File: src/rtl/bram_read.sv
// +----------------------------------------------------------------------------+
// | Module      : bram_read                                                    |
// | Description : Read side of the zxram BRAM port. Accepts single-doubleword  |
// |               read requests, issues one-cycle BRAM read strobes, returns   |
// |               the 64-bit word with a cvalid pulse, and keeps a one-entry   |
// |               line buffer that is invalidated by snooping the write path.  |
// | Revision    : 1.0 - initial release                                        |
// +----------------------------------------------------------------------------+
`default_nettype none

module bram_read #(
  parameter int READ_LATENCY = 1   // BRAM sampling edge to valid bram_dout, 1..4
) (
  input  logic        clk_memory,
  input  logic        aresetn,
  output logic [12:0] bram_addr,
  output logic        bram_clk,
  output logic        bram_rst,
  output logic [63:0] bram_din,
  input  logic [63:0] bram_dout,
  output logic        bram_en,
  output logic        bram_we,
  input  logic [17:0] addr,
  input  logic        rd_req,
  output logic [63:0] cache,
  output logic        cvalid,
  output logic        busy,
  input  logic [17:0] wr_addr,
  input  logic        wr_strobe
);

  typedef enum logic [1:0] {
    S_IDLE  = 2'd0,
    S_ISSUE = 2'd1,
    S_WAIT  = 2'd2,
    S_DONE  = 2'd3
  } state_t;

  // Counter preload for the WAIT phase; WAIT lasts READ_LATENCY-1 cycles.
  localparam logic [2:0] c_CNT_INIT = 3'(READ_LATENCY - 1);

  state_t      r_state;
  state_t      w_state_next;

  logic [12:0] r_bram_addr;
  logic        r_bram_en;
  logic [63:0] r_cache;
  logic        r_cvalid;
  logic        r_busy;
  logic [2:0]  r_cnt;
  logic [16:0] r_tag;          // tag of the access in flight
  logic        r_poison;       // in-flight line was written during the fetch
  logic [16:0] r_line_tag;
  logic [63:0] r_line_data;
  logic        r_line_valid;

  // The ports carry address bits [20:3]; bit 0 here is address bit 3,
  // which only selects within the doubleword pair and is not needed.
  logic [16:0] w_req_tag;
  logic [16:0] w_snoop_tag;
  logic        w_snoop_line;   // write hits the buffered line
  logic        w_snoop_req;    // write hits the address being requested
  logic        w_snoop_fly;    // write hits the line currently being fetched
  logic        w_hit;
  logic        w_miss;
  logic        w_unused_ok;

  assign w_req_tag   = addr[17:1];
  assign w_snoop_tag = wr_addr[17:1];

  assign w_snoop_line = wr_strobe & (w_snoop_tag == r_line_tag);
  assign w_snoop_req  = wr_strobe & (w_snoop_tag == w_req_tag);
  assign w_snoop_fly  = wr_strobe & (w_snoop_tag == r_tag);

  // A write to the buffered line in the same cycle demotes a hit to a miss.
  assign w_hit  = rd_req & r_line_valid & (w_req_tag == r_line_tag) & ~w_snoop_line;
  assign w_miss = rd_req & ~w_hit;

  assign w_unused_ok = &{1'b0, addr[0], wr_addr[0]};

  assign bram_clk  = clk_memory;
  assign bram_rst  = ~aresetn;
  assign bram_din  = 64'd0;
  assign bram_we   = 1'b0;
  assign bram_addr = r_bram_addr;
  assign bram_en   = r_bram_en;
  assign cache     = r_cache;
  assign cvalid    = r_cvalid;
  assign busy      = r_busy;

  // State register.
  always_ff @(posedge clk_memory or negedge aresetn) begin
    if (!aresetn) begin
      r_state <= S_IDLE;
    end else begin
      r_state <= w_state_next;
    end
  end

  // Next-state decode: miss starts a fetch, latency selects the WAIT detour.
  always_comb begin
    w_state_next = r_state;
    case (r_state)
      S_IDLE: begin
        if (w_miss) begin
          w_state_next = S_ISSUE;
        end
      end
      S_ISSUE: begin
        if (READ_LATENCY == 1) begin
          w_state_next = S_DONE;
        end else begin
          w_state_next = S_WAIT;
        end
      end
      S_WAIT: begin
        if (r_cnt <= 3'd1) begin
          w_state_next = S_DONE;
        end
      end
      S_DONE: begin
        w_state_next = S_IDLE;
      end
      default: begin
        w_state_next = S_IDLE;
      end
    endcase
  end

  // Datapath: BRAM strobe, latency counter, result capture and line buffer.
  always_ff @(posedge clk_memory or negedge aresetn) begin
    if (!aresetn) begin
      r_bram_addr  <= 13'd0;
      r_bram_en    <= 1'b0;
      r_cache      <= 64'd0;
      r_cvalid     <= 1'b0;
      r_busy       <= 1'b0;
      r_cnt        <= 3'd0;
      r_tag        <= 17'd0;
      r_poison     <= 1'b0;
      r_line_tag   <= 17'd0;
      r_line_data  <= 64'd0;
      r_line_valid <= 1'b0;
    end else begin
      r_cvalid <= 1'b0;
      if (w_snoop_line) begin
        r_line_valid <= 1'b0;
      end
      case (r_state)
        S_IDLE: begin
          if (w_hit) begin
            r_cache  <= r_line_data;
            r_cvalid <= 1'b1;
          end else if (w_miss) begin
            r_tag       <= w_req_tag;
            r_bram_addr <= addr[13:1];
            r_bram_en   <= 1'b1;
            r_busy      <= 1'b1;
            // A write landing on the same edge as acceptance already
            // makes the fetched copy stale for buffering purposes.
            r_poison    <= w_snoop_req;
          end
        end
        S_ISSUE: begin
          r_bram_en <= 1'b0;
          r_cnt     <= c_CNT_INIT;
          if (w_snoop_fly) begin
            r_poison <= 1'b1;
          end
        end
        S_WAIT: begin
          r_cnt <= r_cnt - 3'd1;
          if (w_snoop_fly) begin
            r_poison <= 1'b1;
          end
        end
        S_DONE: begin
          r_cache  <= bram_dout;
          r_cvalid <= 1'b1;
          r_busy   <= 1'b0;
          if (r_poison | w_snoop_fly) begin
            r_line_valid <= 1'b0;
          end else begin
            r_line_tag   <= r_tag;
            r_line_data  <= bram_dout;
            r_line_valid <= 1'b1;
          end
        end
        default: begin
          r_bram_en <= 1'b0;
        end
      endcase
    end
  end

endmodule

`default_nettype wire

File: config.mk
export PLATFORM = sky130hd
export DESIGN_NAME = bram_read
export DESIGN_NICKNAME = d
export VERILOG_FILES = /design/src/rtl/bram_read.sv
export SDC_FILE = /design/constraint.sdc
export NUM_CORES = 1
export LEC_CHECK = 0
export BUFFER_PORTS_ARGS = -buffer_cell sky130_fd_sc_hd__buf_2
export CAP_MARGIN = 20
export CORE_UTILIZATION = 44
export DETAILED_ROUTE_END_ITERATION = 8
export HOLD_SLACK_MARGIN = 0.06
export PLACE_DENSITY_LB_ADDON = 0.15
export SYNTH_ARGS = -nofsm -noshare
export SYNTH_HDL_FRONTEND = slang
export SYNTH_SLANG_ARGS = --single-unit
File: constraint.sdc
create_clock -name clk_memory -period 4.5 [get_ports clk_memory]
set_input_delay 1.125 -clock clk_memory [delete_from_list [all_inputs] [get_ports clk_memory]]
set_output_delay 1.125 -clock clk_memory [all_outputs]
set_load 0.005 [all_outputs]
==> summary.md <==
| Metric | Value |
|---|---|
| Status | `complete, no violations` |
| Ys flop type | `dfrtp_1` |
| Ports | `251` |
| Final Cell Area | `0.0105 mm2` |
| Core area | `0.0197 mm2` |
| Drt via density | `5.35` |
| Die area | `0.0209 mm2` |
| Synth unique cells | `46` |
| Crit path capture type | `primary output` |
| Post-synth ARST share | `100%` |
| Setup TNS Final | `0 ns` |
| Synth top area share | `48.1%` |
| Yosys warning count | `0` |
| Final setup viols | `0` |
| Max Slew Vio Count | `0` |
| Core Rows | `51` |
| Drt first pass iters | `7` |
| Postcts setup bufs | `0` |
| Largest net degree at the start of global routing | `83` |
| Most frequent cells in the layout | `182 x buf_2, 172 x dfrtp_1, 88 x mux2_2` |
| Clk Latency, worst-skew pair | `0.54 ns` |
| First-pass GRT wire length | `34300 um` |
| Syn Std Cell Area | `0.00896 mm2` |
| Gpl congestion | `0.802` |
| Slowest cell delay on critical path | `0.12 ns` |
| Post-CTS Hold Buffers | `0` |
| Layout cells sized above 1 | `36.4%` |
| TritonCTS clock tree | `done` |
| Post_cts resized | `0` |
| Clock share of power | `23.5%` |
| I/O Buffers | `183` |
| Logic pwr share | `39.9%` |
| Post-synth EDFFs | `0` |
| Critical hold path startpoint | `r_line_data[17]` |
| CP top delay family | `buffers and inverters` |
| Ant. Diodes | `0` |
| Routed WL per cell | `18.0 um` |
| CP bufs+invs | `3` |
| ANT nets after route | `0` |
| Initial core utilization | `45.4%` |
| Critical path class | `clock port to primary output` |
| Die width | `145 um` |
| Worst min-delay path category | `flip-flop to flip-flop` |
| Mapped Cells | `778` |
| Initial antenna violation count | `0` |
| Top cell type by total area after synthesis | `dfrtp_1` |
| Switching portion of total power | `34.6%` |
| Top cells by area, synth | `dfrtp_1 48%, mux2_2 11%, buf_4 6.8%, a221o_1 4.0%, a21oi_1 3.6%` |
| Detailed-route DRC error count | `0` |
| Post-Syn Area per Cell | `11.5 um2` |
| # placed instances | `1173` |
| Internal | `5.15 mW` |
| Reg-to-Reg Start | `r_line_tag[10]` |
| Worst-path clk slew | `0.07 ns` |
| Final #Nets | `1041` |
| Hold Path End | `cache[17]` |
| Leakage | `4.95 nW` |
| Starting DRT DRC Count | `349` |
| DR vias | `6459` |
| Layout area overhead | `17.4%` |
| Critical path cell sequence | `clkbuf_16, clkbuf_16, buf_2` |
| Cells on Worst Hold Path | `1` |
| Worst-Margin Slew | `0.829 ns` |
| Slew HR | `44.7%` |
| Post-detail-place hpwl | `13600 um` |
| All-Layer GR Usage | `21.7%` |
| Worst Setup Start Kind | `clock port` |
| Max-cap violation count | `0` |
| Reg2reg end | `cache[49]` |
| Final Hold Fails | `0` |
| Placed instance area | `0.00975 mm2` |
| CP arrival | `2.61 ns` |
| Vias in the first global route | `6241` |
| Pwr Total | `7.88 mW` |
| Max IR drop VDD | `0.000403 V` |
| Crit-path max FO | `2` |
| Slowest CP cell | `clkbuf_16` |
| Unrepaired setup endpoints after global routing | `no` |
| #FFs+latches synth | `172` |
| Final Skew | `0.0226 ns` |
| CP dominant cell by count | `clkbuf_16` |
| Share of the yosys chip area belonging to registers | `48.1%` |
| Gr ovfl total | `0` |
| Final WL | `21700 um` |
| CP required | `3.38 ns` |
| R2r worst-path depth | `8` |
| Chip Height | `145 um` |
| Commonest non-fill, non-tap cell in the layout | `buf_2` |
| Pwr dens | `749 mW/mm2` |
| P_sw | `2.73 mW` |
| Post-route insts no fill | `1208` |
| Setup slack, reg-to-reg | `1.66 ns` |
| Register share of total power | `36.6%` |
layer usage:
metal | vias up | share of wire [%] | track usage, %
met5 | - | 0 | 0
met2 | 241 | 48 | 34.8
met3 | 8 | 6.3 | 6.15
met1 | 3219 | 45 | 28.3
met4 | 0 | 0.61 | 6.76
li1 | 2991 | - | -
synth_stat cells (all sizes together) (12+ instances only):
master,number
nand4,12
mux2,98
a211o,29
xor2,33
clkbuf,27
xnor2,36
a221o,36
buf,103
nand2,70
a21oi,65
dfrtp,172
a32o,28
area by class of cell:
type	count	area (um2)
clock buffers	21	505
multi-input cells	532	4040
clock inverters	15	260
fillers	1770	9210
flip-flops and latches	172	4300
inverters	8	30.0
repair buffers	195	1040
well taps	265	332
worst max-delay path by stage:
stage | from | endpoint | slack [ns] | cells past startpoint
after global placement | addr[11] | cache[61] | 0.89 | 9
after CTS | clk_memory | bram_clk | 0.76 | 3
final | clk_memory | bram_clk | 0.77 | 3
after detailed placement | addr[11] | cache[49] | 0.85 | 9
after global routing | clk_memory | bram_clk | 0.75 | 3
after floorplan | clk_memory | bram_clk | 1.01 | 1
power by group through the flow:
stage | logic (mW) | registers, mW | clock network, mW
floorplan | 2.34 | 2.82 | 0.0144
detailed placement | 3.17 | 2.90 | 0.00965
global route | 3.47 | 2.99 | 1.97
global placement | 3.12 | 2.89 | 0.00965
CTS | 3.17 | 2.88 | 1.89
finish | 3.14 | 2.89 | 1.85
registers in the layout, indices dropped and copies added, names as in the netlist:
name and cells:
bram_addr 12, bram_en 1, busy 1, cache 64
cvalid 1, r_cnt 3, r_line_data 64, r_line_tag 17
r_line_valid 1, r_poison 1, r_state 2, r_tag 5
stage by stage:
stage | setup slack [ns] | hold WS [ns] | util, %
3_5_place_dp | 0.846 | 0.491 | 49.5
6_report | 0.766 | 0.495 | 53.3
5_1_grt | 0.754 | 0.520 | 53.3
2_1_floorplan | 1.01 | 0.476 | -
3_3_place_gp | 0.888 | 0.483 | 49.5
4_1_cts | 0.762 | 0.501 | 53.3
cells by family (layout without fill, tap and decap cells):
family / count (synthesis) / in the layout / share of synthesized area, %
compound gates: 176 / 176 / 15.2
flops: 172 / 172 / 48.1
buf+inv: 138 / 239 / 9.81
simple gates: 115 / 115 / 6.06
mux: 100 / 100 / 13.1
xor+xnor: 69 / 69 / 6.75
fa+ha+maj: 7 / 7 / 0.978
other cells: 1 / 65 / 0.0419
Power figures use the tool's default switching activity.
